### config.mk
export PLATFORM = sky130hd
export DESIGN_NAME = rtc_seg_scan
export DESIGN_NICKNAME = d
export VERILOG_FILES = /design/src/rtl/rtc_seg_scan.sv
export SDC_FILE = /design/constraint.sdc
export NUM_CORES = 1
export LEC_CHECK = 0
export CAP_MARGIN = 5
export CORE_UTILIZATION = 28
export DETAILED_ROUTE_END_ITERATION = 6
export GPL_TIMING_DRIVEN = 0
export PLACE_DENSITY = 0.46
export SYNTH_ARGS = -nofsm -noshare
export SYNTH_HDL_FRONTEND = slang
export SYNTH_SLANG_ARGS = --single-unit
### constraint.sdc
create_clock -name clk -period 5.3 [get_ports clk]
set_clock_uncertainty 0.2 [all_clocks]
set_input_delay 0.53 -clock clk [delete_from_list [all_inputs] [get_ports clk]]
set_output_delay 0.53 -clock clk [all_outputs]
set_load 0.1 [all_outputs]
### src/rtl/rtc_seg_scan.sv
// Six-digit multiplexed 7-segment scanner for a BCD real-time clock.
// Define RTC_LZ_BLANK_EN to blank a leading zero in the tens-of-hours slot.
module rtc_seg_scan #(
    parameter int unsigned SCAN_DIV = 1000,
    parameter int unsigned GUARD    = 16
) (
    input  logic       clk,
    input  logic       rst,
    input  logic [3:0] hrm,
    input  logic [3:0] hrl,
    input  logic [3:0] minm,
    input  logic [3:0] minl,
    input  logic [3:0] secm,
    input  logic [3:0] secl,
    output logic [6:0] seg,
    output logic [5:0] an,
    output logic       dp,
    output logic       frame_start
);
    localparam int unsigned    PW       = $clog2(SCAN_DIV);
    localparam logic [PW-1:0]  PRE_LAST = PW'(SCAN_DIV - 1);

    logic [PW-1:0] r_pre;
    logic [2:0]    r_idx;
    logic [23:0]   r_snap;

    logic          w_guard;
    logic [3:0]    w_digit;
    logic [6:0]    w_seg;

    // Snapshot loads on the same edge that wraps idx, so a frame always shows one time
    always_ff @(posedge clk) begin
        if (rst) begin
            r_pre  <= '0;
            r_idx  <= '0;
            r_snap <= '0;
        end else if (r_pre == PRE_LAST) begin
            r_pre <= '0;
            if (r_idx == 3'd5) begin
                r_idx  <= '0;
                r_snap <= {hrm, hrl, minm, minl, secm, secl};
            end else begin
                r_idx <= r_idx + 3'd1;
            end
        end else begin
            r_pre <= r_pre + PW'(1);
        end
    end

    generate
        if (GUARD == 0) begin : g_no_guard
            assign w_guard = 1'b0;
        end else begin : g_guard
            localparam logic [PW-1:0] GUARD_W = PW'(GUARD);
            assign w_guard = (r_pre < GUARD_W);
        end
    endgenerate

    always_comb begin
        w_digit = '0;
        case (r_idx)
            3'd0:    w_digit = r_snap[3:0];
            3'd1:    w_digit = r_snap[7:4];
            3'd2:    w_digit = r_snap[11:8];
            3'd3:    w_digit = r_snap[15:12];
            3'd4:    w_digit = r_snap[19:16];
            3'd5:    w_digit = r_snap[23:20];
            default: w_digit = '0;
        endcase
    end

    always_comb begin
        w_seg = 7'h40;
        case (w_digit)
            4'd0:    w_seg = 7'h3F;
            4'd1:    w_seg = 7'h06;
            4'd2:    w_seg = 7'h5B;
            4'd3:    w_seg = 7'h4F;
            4'd4:    w_seg = 7'h66;
            4'd5:    w_seg = 7'h6D;
            4'd6:    w_seg = 7'h7D;
            4'd7:    w_seg = 7'h07;
            4'd8:    w_seg = 7'h7F;
            4'd9:    w_seg = 7'h6F;
            default: w_seg = 7'h40;
        endcase
`ifdef RTC_LZ_BLANK_EN
        if ((r_idx == 3'd5) && (w_digit == 4'd0)) begin
            w_seg = '0;
        end
`endif
    end

    assign seg         = w_seg;
    assign an          = w_guard ? '1 : ~(6'b000001 << r_idx);
    assign dp          = !w_guard && ((r_idx == 3'd2) || (r_idx == 3'd4));
    assign frame_start = (r_idx == 3'd0) && (r_pre == '0);

endmodule

---- Word-level counts from Yosys, hierarchy flattened ----
Memory sizes are Yosys's and may differ from the RTL's.
Index checks and enable logic that the tools add are counted.
cells by class
  $add $sub $neg .......................... 2
  order comparisons ....................... 1
  eq/ne operators ......................... 6
  shift operators ......................... 1
  mux-type cells .......................... 3
  bitwise logic cells ..................... 1
  reductions and logical operators ........ 8
operators with widths
  operator                                             count
  case mux 4 bit (6 select lines)                      1
  adder 10 x 1 -> 10 bit, second input constant        1
  == test 10 bit, second input constant                1
  zero test 10 bit                                     1
  < comparator 10 x 5 -> 1 bit, second input constant  1
  == test 3 x 2 -> 1 bit, second input constant        2
  == test 3 bit, second input constant                 2
  two-way mux 6 bit                                    1
  inverter 6 bit                                       1
  << shifter 1 x 3 -> 6 bit, first input constant      1
  adder 3 x 1 -> 3 bit, second input constant          1
  == test 3 x 1 -> 1 bit, second input constant        1
  zero test 3 bit                                      1
  two-way mux 3 bit                                    1
  logical AND 1 bit                                    2
  AND reduction 2 bit                                  1
  OR reduction 2 bit                                   1
  zero test 1 bit                                      1
  logical OR 1 bit                                     1
word-level totals
  register bits ........................... 37
  ROM bits ................................ 112
  input bits .............................. 26
  output and inout bits ................... 15
  word-level logic and storage cells ...... 26
  memories kept ........................... 1
memories
  memory           depth  bits a word  rd ports  clocked after Yosys merged registers in  write ports  RTL line  RTL
  (no name shown)  16     7            1         0                                        0            74        case (w_digit)

---- Depth between registers and ports, before layout ----
Gate-level depths: netlist (run 1).
  depth in word-level cells ............... 3
  depth in mapped cells ................... 9
  depth with buffers taken out ............ 8

---- Worst setup path before layout (run 1) ----
No wires, ideal clock.
  path kind ............................... flip-flop to output port
  start ................................... reg r_idx[2]
  end ..................................... out seg[1]
  arrival time ............................ 3.714 ns
  path slack .............................. 0.856 ns
  cell stages (with the launch flop) ...... 8
  path buffers ............................ 1
  path through ............................ dfxtp_1 -> buf_2 -> inv_1 -> ha_1 -> a22o_1 -> a221oi_4 -> inv_1 -> o21ai_0
between the ends
  longest elaborated chain between the ends .. 3
RTL lines
  element                                      RTL line  RTL
  start: declaration                           24        logic [2:0] r_idx;
  start signal: assignment                     43        r_idx <= r_idx + 3'd1;
  == test 3 bit, or another cell as far along  61        case (r_idx)
  case mux 4 bit (6 select lines) *            61
  memory (16 x 7 bit) *                        -
  end: declaration                             15        output logic [6:0] seg,
Mark *: on every way between the ends. The rest lies on a longest branch, timed or not.

---- Worst setup path in the final report (run 1) ----
  start ................................... reg r_idx[2]
  end ..................................... out seg[3]
The elaborated chain is that of the path after synthesis.

==> metrics, run 1 <==
final core utilization=0.392; Crit. End Element=primary output; Die W=84.7 um; crit start category=flop; #FFs+latches synth=37; Avg Vias per Cell=4.60; sequential-to-total area share from yosys stat=0.387; overall routing resource usage=0.135; Placed Cells=325; PwrDens=229 mW/mm^2; die outline height=84.7 um; delay-heaviest family, CP=buffers and inverters; # rows=29; FILL cells=695; fin crit share=0.926; Multi-input gate area=0.00109 mm^2; fmax=204 MHz; slowest CP cell=clkdlybuf4s50_1; DIE AREA=0.00718 mm^2; WS Path Type=reg2out; Mapped Area=0.00192 mm^2; WHS=0.271 ns; antenna-violating nets left=0; Final Critical Period=4.91 ns; post_cts resized=0; number of remaining DRC errors=1; Setup Viol. Count Final=0; Cells after Synth=208; number of buffers added on ports=40; CP required=4.57 ns; vias in the first global route=1525; Overall Power=0.578 mW; final WL=4490 um; yosys warns=0; Core Region=0.00646 mm^2; setup TNS=0 ns; storage element area=741 um^2; largest net degree at the start of global routing=12; cell area after layout=0.00253 mm^2; hpwl dp=3390 um; share of post-route cells with drive strength above 1=0.0742; Root Driver=clkbuf_8; static leakage=1.19 nW; initial core utilization=0.297; violated checks=design-rule violations; slew margin rel.=0.319; PnR worst setup slack=0.392 ns; maximum VDD drop=148 uV; commonest non-fill, non-tap cells in the layout=nor2_1, clkdlybuf4s50_1, dfxtp_1, mux2i_1, nand2_1; Detailed Routing Iterations Pass 1=6; crit-path max FO=10; clock transition at the registers of the reported paths=0.08 ns; area grow syn2layout=32.0%; H-tree levels=2; CP peak stage delay=1.12 ns; Slew Limit Fails=0; clock sinks=37; area leader, netlist=dfxtp_1; Setup WS pre-CTS=0.777 ns; synth top area cells=dfxtp_1, mux2i_1, nor2_1; Fin. Hold Viols=0; worst path bufs/invs=4; CP cell instances=buf_2, inv_1, ha_1, a222oi_1, inv_1, ha_1, mux2i_1, a21o_1, clkdlybuf4s50_1; most common cell after layout, fill and taps aside=nor2_1; CP arrival=4.18 ns; Synth cell types=36; clk_lat worst skew=0.29 ns; DR vias=1531; wire per inst=13.5 um; Remaining Overflow, GRT=0; CTS tree=built; RSZ-0062 raised after global routing=no; status=complete, but fails checks; RePlAce Congestion=0.700; placed cell areas=0.00241 mm^2; # Post-CTS Setup Buffers=0; Finished Layout Cells=333; total CTS buffers=5; deepest clock path buffer count=2; global-route wire length before repair=7470 um; Syn Area/Cell=9.21 um^2; fin nets=290; initial antenna violation count=0; Synth top area share=0.387; DRT iter0 DRCs=52; antenna diode count=0; Max Cap Viol=0; Hold Crit Class=reg2reg; Worst Tran Pin Value=1.02 ns; I/O pin count=41; Net Count, Synth=243; # hold bufs at CTS=0
-- path summary, 6_finish.rpt --
check                           startpoint   endpoint  slack, ns  cells after the start
worst min register to register    r_pre[0]   r_pre[0]       0.27                      1
worst max register to register    r_pre[0]  r_snap[2]       3.06                      7
worst min-delay path              r_pre[0]   r_pre[0]       0.27                      1
worst max-delay path              r_idx[2]     seg[3]       0.39                      9
-- state kept, by name (all words and copies together) (netlist names) --
name	count
r_snap	24
r_pre	10
r_idx	3
-- report_power, final --
part           switching [mW]  leakage, nW  internal, mW
Sequential            0.00152        0.298         0.280
Combinational          0.0201        0.833        0.0219
Clock                   0.101       0.0585         0.153
Total                   0.123         1.19         0.455
-- cells in the mapped netlist --
cell type	count
nor2_1	44
dfxtp_1	37
mux2i_1	31
nand2_1	16
ha_1	9
inv_1	9
clkbuf_1	5
xnor2_1	5
a21o_1	4
buf_2	4
nand3_1	4
nand4_1	4
o21ai_0	4
xor2_1	4
and4_1	3
and2_1	2
and3_1	2
mux2_2	2
nor3_1	2
a21oi_1	1
a21oi_2	1
a221o_1	1
a221oi_4	1
a222oi_1	1
a22o_1	1
a22oi_1	1
and3b_2	1
buf_6	1
mux4_1	1
mux4_2	1
nand2b_1	1
nand3b_1	1
nor3b_1	1
nor3b_2	1
nor4_1	1
nor4bb_1	1
-- cells by family (layout without fill, tap and decap cells) --
kind of cell               Yosys count  after routing  share of synthesized area
adders and majority gates            9              9                     0.0588
and+or+nand+nor                     84             84                      0.204
buffers and inverters               19             67                     0.0438
DFF                                 37             37                      0.387
AOI/OAI and AO/OA                   15             15                     0.0660
xor gates and xnor gates             9              9                     0.0411
muxes                               35             35                      0.199
-- layout make-up --
class,count,area share
multi-input cells,152,0.431
flip-flops and latches,37,0.293
repair buffers,40,0.158
well taps,77,0.0381
clock buffers,7,0.0341
plain buffers,10,0.0198
inverters,9,0.0134
clock inverters,1,0.0119
-- routing by layer --
metal,part of all wire,GRT usage,vias to the layer above
met2,0.44,0.220,29
met4,0.014,0.0508,0
li1,-,-,804
met3,0.032,0.0295,5
met5,0,0,-
met1,0.51,0.176,693
(Power assumes the default switching activity.)
==> inputs of run 2 (changes only) <==
Settings changed: CAP_MARGIN 5 to 15, CTS_BUF_LIST from default to sky130_fd_sc_hd__clkbuf_16.
==> metrics, run 2 (same netlist as run 1, synthesis figures left out) <==
status=complete, but fails checks (unchanged); violated checks=design-rule violations (unchanged); Reg2Reg Depth=7 (unchanged); crit start category=flop (unchanged); die outline height=84.7 um (unchanged); combinational fraction of design power=0.065 (was 0.073); Setup Viol. Count Final=0 (unchanged); hold path startpoint=r_pre[0] (unchanged); Final Critical Period=4.89 ns (was 4.91 ns); final core utilization=0.399 (was 0.392); Core Region=0.00646 mm^2 (unchanged); Largest register FFs=24 (unchanged); Sw Ratio=0.199 (was 0.213); Clock Power Share=0.502 (was 0.441); Largest regs=r_snap: 24 flops, r_pre: 10 flops, r_idx: 3 flops (unchanged); WHS=0.267 ns (was 0.271 ns); commonest non-fill, non-tap cells in the layout=nor2_1, clkdlybuf4s50_1, dfxtp_1, mux2i_1, nand2_1 (unchanged); Avg Vias per Cell=4.60 (about the same); deepest clock path buffer count=2 (unchanged); fin crit share=0.923 (was 0.926); reg2reg end=r_snap[2] (unchanged); antenna diode count=0 (unchanged); overall routing resource usage=0.134 (was 0.135); cell area after layout=0.00257 mm^2 (was 0.00253 mm^2); clock transition at the registers of the reported paths=0.06 ns (was 0.08 ns); WS Path Type=reg2out (unchanged); Detailed Routing Iterations Pass 1=6 (unchanged); cell internal pwr=0.520 mW (was 0.455 mW); Hold EP=r_pre[0] (unchanged); clk_lat worst skew=0.27 ns (was 0.29 ns); CP peak stage delay=1.12 ns (about the same); hpwl dp=3390 um (unchanged); # rows=29 (unchanged); # hold bufs at CTS=0 (unchanged); number of remaining DRC errors=1 (unchanged); Reg with most FFs=r_snap (unchanged); Hold Crit Depth=1 (unchanged); worst path bufs/invs=4 (unchanged); maximum VDD drop=168 uV (was 148 uV); PnR worst setup slack=0.407 ns (was 0.392 ns); FILL cells=686 (was 695); largest net degree at the start of global routing=12 (unchanged); DRT iter0 DRCs=50 (was 52); number of buffers added on ports=40 (unchanged); Max Cap Viol=0 (unchanged); post_cts resized=0 (unchanged); global-route wire length before repair=7420 um (was 7470 um); CP required=4.57 ns (about the same); H-tree levels=2 (unchanged); initial antenna violation count=0 (unchanged); I/O pin count=41 (unchanged); total CTS buffers=5 (unchanged); static leakage=1.21 nW (was 1.19 nW); wire per inst=13.5 um (about the same); Root Driver=clkbuf_16 (was clkbuf_8); Crit. End Element=primary output (unchanged); CP cell instances=buf_2, inv_1, ha_1, a222oi_1, inv_1, ha_1, mux2i_1, a21o_1, clkdlybuf4s50_1 (unchanged); Setup WS pre-CTS=0.777 ns (unchanged); setup TNS=0 ns (unchanged); DR vias=1533 (was 1531); initial core utilization=0.297 (unchanged); # Post-CTS Setup Buffers=0 (unchanged); fmax=204 MHz (about the same); PwrDens=252 mW/mm^2 (was 229 mW/mm^2); CP arrival=4.16 ns (was 4.18 ns); share of post-route cells with drive strength above 1=0.0703 (was 0.0742); Slew Limit Fails=0 (unchanged); CTS tree=built (unchanged); Remaining Overflow, GRT=0 (unchanged); Hold Crit Class=reg2reg (unchanged); DIE AREA=0.00718 mm^2 (unchanged); vias in the first global route=1521 (was 1525); FF-to-FF setup slack=3.04 ns (was 3.06 ns); clock sinks=37 (unchanged); Fin. Hold Viols=0 (unchanged); RSZ-0062 raised after global routing=no (unchanged); delay-heaviest family, CP=buffers and inverters (unchanged); RePlAce Congestion=0.700 (unchanged); Switch Pwr=0.130 mW (was 0.123 mW); crit-path max FO=10 (unchanged); worst r2r src=r_pre[0] (unchanged); final WL=4500 um (was 4490 um); slowest CP cell=clkdlybuf4s50_1 (unchanged); fin nets=290 (unchanged); Die W=84.7 um (unchanged); slew margin rel.=0.316 (was 0.319); most common cell after layout, fill and taps aside=nor2_1 (unchanged); Sequential Power Share=0.433 (was 0.487); placed cell areas=0.00241 mm^2 (unchanged); antenna-violating nets left=0 (unchanged); Worst Tran Pin Value=1.02 ns (about the same); area grow syn2layout=34.4% (was 32.0%)
==> run 2: cell count changes in the layout (fill, tap and decap cells not counted) <==
cell,delta
clkbuf_1,-1
clkbuf_16,+5
clkbuf_8,-6
inv_1,+1
clkinv_1,+1
==> run 2: worst max path at each step <==
| stage | from | to | slack, ns | depth (start not counted) |
|---|---|---|---|---|
| 3_5_place_dp | r_idx[2] | seg[3] | 0.78 | 9 |
| 5_1_grt | r_idx[2] | seg[5] | 0.23 | 10 |
| 2_1_floorplan | r_idx[2] | seg[1] | 0.86 | 7 |
| 3_3_place_gp | r_idx[0] | seg[3] | 0.76 | 8 |
| 6_report | r_idx[2] | seg[3] | 0.41 | 9 |
| 4_1_cts | r_idx[2] | seg[3] | 0.46 | 9 |
==> run 2: through the flow <==
| stage | cells | total power, mW |
|---|---|---|
| after floorplan | 208 | 0.306 |
| after global placement | 325 | 0.330 |
| after detailed placement | 325 | 0.330 |
| after CTS | 333 | 0.659 |
| after global routing | 333 | 0.674 |
| final | 333 | 0.650 |
==> run 2: metal layers <==
layer,part of all wire,GRT usage
met1,0.51,0.177
met2,0.45,0.220
met3,0.034,0.0295
met4,0.0067,0.0416
met5,0,0
==> run 2: final cells by class <==
class / count / area (um^2) / share of cell area
Buffer: 10 / 50.0 / 0.0194
Clock buffer: 5 / 125 / 0.0486
Sequential cell: 37 / 741 / 0.288
Clock inverter: 3 / 37.5 / 0.0146
Inverter: 9 / 33.8 / 0.0131
Multi-Input combinational cell: 152 / 1090 / 0.424
Timing Repair Buffer: 40 / 400 / 0.155
Tap cell: 77 / 96.3 / 0.0374
==> run 2: power groups by stage <==
| stage | clock network (mW) | registers, mW | logic (mW) |
|---|---|---|---|
| after floorplan | 0 | 0.287 | 0.0182 |
| after global placement | 0 | 0.288 | 0.0427 |
| after detailed placement | 0 | 0.288 | 0.0425 |
| after CTS | 0.335 | 0.282 | 0.0428 |
| after global routing | 0.347 | 0.282 | 0.0455 |
| final | 0.326 | 0.282 | 0.0420 |
==> inputs of run 3 (changes only) <==
Settings changed: REMOVE_ABC_BUFFERS from default to 1.
==> metrics, run 3 (same netlist as run 1, synthesis figures left out) <==
Largest regs=r_snap: 24 flops, r_pre: 10 flops, r_idx: 3 flops (unchanged); clock transition at the registers of the reported paths=0.05 ns (was 0.06 ns); overall routing resource usage=0.132 (was 0.134); initial antenna violation count=0 (unchanged); Remaining Overflow, GRT=0 (unchanged); Die W=84.7 um (unchanged); PwrDens=236 mW/mm^2 (was 252 mW/mm^2); number of remaining DRC errors=0 (was 1); crit-path max FO=13 (was 10); vias in the first global route=1493 (was 1521); FF-to-FF setup slack=2.93 ns (was 3.04 ns); Detailed Routing Iterations Pass 1=6 (unchanged); die outline height=84.7 um (unchanged); fin nets=281 (was 290); status=completed (was complete, but fails checks); antenna-violating nets left=0 (unchanged); setup TNS=0 ns (unchanged); global-route wire length before repair=7260 um (was 7420 um); Slew Limit Fails=0 (unchanged); total CTS buffers=5 (unchanged); worst path bufs/invs=3 (was 4); slowest CP cell=clkdlybuf4s50_1 (unchanged); DIE AREA=0.00718 mm^2 (unchanged); share of post-route cells with drive strength above 1=0.0526 (was 0.0703); reg2reg end=r_snap[0] (was r_snap[2]); crit start category=flop (unchanged); final WL=4210 um (was 4500 um); Levels on crit path=8 (was 9); clock sinks=37 (unchanged); Crit. End Element=primary output (unchanged); fmax=209 MHz (was 204 MHz); wire per inst=13.0 um (was 13.5 um); # Post-CTS Setup Buffers=0 (unchanged); slew margin rel.=0.262 (was 0.316); CP arrival=4.06 ns (was 4.16 ns); DR vias=1518 (was 1533); CP peak stage delay=1.16 ns (was 1.12 ns); hpwl dp=3010 um (was 3390 um); cell area after layout=0.00253 mm^2 (was 0.00257 mm^2); clk_lat worst skew=0.28 ns (was 0.27 ns); I/O pin count=41 (unchanged); delay-heaviest family, CP=buffers and inverters (unchanged); # rows=29 (unchanged); CP cell instances=inv_1, ha_1, a222oi_1, inv_1, ha_1, o21ai_0, o21ai_0, clkdlybuf4s50_1 (was buf_2, inv_1, ha_1, a222oi_1, inv_1, ha_1, mux2i_1, a21o_1, clkdlybuf4s50_1); DRT iter0 DRCs=65 (was 50); commonest non-fill, non-tap cells in the layout=nor2_1, clkdlybuf4s50_1, dfxtp_1, mux2i_1, nand2_1 (unchanged); maximum VDD drop=164 uV (was 168 uV); RePlAce Congestion=0.732 (was 0.700); CTS tree=built (unchanged); Overall Power=0.596 mW (was 0.650 mW); Root Driver=clkbuf_16 (unchanged); Hold Crit Depth=1 (unchanged); Hold EP=r_pre[0] (unchanged); Setup Viol. Count Final=0 (unchanged); fin crit share=0.904 (was 0.923); Final Critical Period=4.79 ns (was 4.89 ns); number of buffers added on ports=40 (unchanged); Avg Vias per Cell=4.69 (was 4.60); most common cell after layout, fill and taps aside=nor2_1 (unchanged); Largest register FFs=24 (unchanged); worst r2r src=r_pre[0] (unchanged); deepest clock path buffer count=2 (unchanged); Reg with most FFs=r_snap (unchanged); WS Path Type=reg2out (unchanged); antenna diode count=0 (unchanged); Hold Crit Class=reg2reg (unchanged); hold path startpoint=r_pre[0] (unchanged); Reg2Reg Depth=7 (unchanged); placed cell areas=0.00239 mm^2 (was 0.00241 mm^2); Core Region=0.00646 mm^2 (unchanged); CP required=4.57 ns (about the same); H-tree levels=2 (unchanged); largest net degree at the start of global routing=31 (was 12); area grow syn2layout=32.0% (was 34.4%); Max Cap Viol=0 (unchanged); Fin. Hold Viols=0 (unchanged); Worst Tran Pin Value=1.10 ns (was 1.02 ns); RSZ-0062 raised after global routing=no (unchanged); static leakage=1.20 nW (was 1.21 nW); initial core utilization=0.297 (unchanged)
[run 3: cell type report]
type | instances | area [um^2]
fill | 652 | 3930
multi-input combinational | 152 | 1090
sequential | 37 | 741
timing repair buffer | 41 | 430
clock buffer | 5 | 125
tap | 77 | 96.3
inverter | 9 | 33.8
clock inverter | 3 | 11.3
[run 3: report_power, final]
group / leakage, nW / switching, mW / internal, mW / total (mW)
registers: 0.298 / 0.00163 / 0.280 / 0.282
logic: 0.819 / 0.0196 / 0.0213 / 0.0408
clock network: 0.0776 / 0.105 / 0.169 / 0.273
total: 1.20 / 0.126 / 0.470 / 0.596
[run 3: through the flow]
stage | worst slack [ns] | std cells | hold slack [ns] | utilization
floorplan | 0.821 | 198 | 0.226 | -
global placement | 0.680 | 315 | 0.248 | 0.366
detailed placement | 0.701 | 316 | 0.250 | 0.370
CTS | 0.359 | 324 | 0.262 | 0.391
global route | 0.0186 | 324 | 0.302 | 0.392
finish | 0.508 | 324 | 0.253 | 0.392
[run 3: worst max-delay path by stage]
stage,end,from
after detailed placement,seg[3],r_idx[2]
final,seg[1],r_idx[2]
after floorplan,seg[1],r_idx[2]
after CTS,seg[3],r_idx[2]
after global placement,seg[3],r_idx[2]
after global routing,seg[1],r_idx[2]
[run 3: timing repair]
| item | 4_1_cts | 5_1_grt |
|---|---|---|
| setup endpoints to repair | 0 | 1 |
| resized for setup | 0 | 1 |
| hold buffers | 0 | 0 |
[run 3: per-layer routing]
metal,track usage,vias up,part of all wire,wire length (um)
met2,0.207,33,0.45,1880
li1,-,791,-,-
met5,0,-,0,0
met4,0.0462,0,0.013,54
met3,0.0501,5,0.055,232
met1,0.165,689,0.49,2040
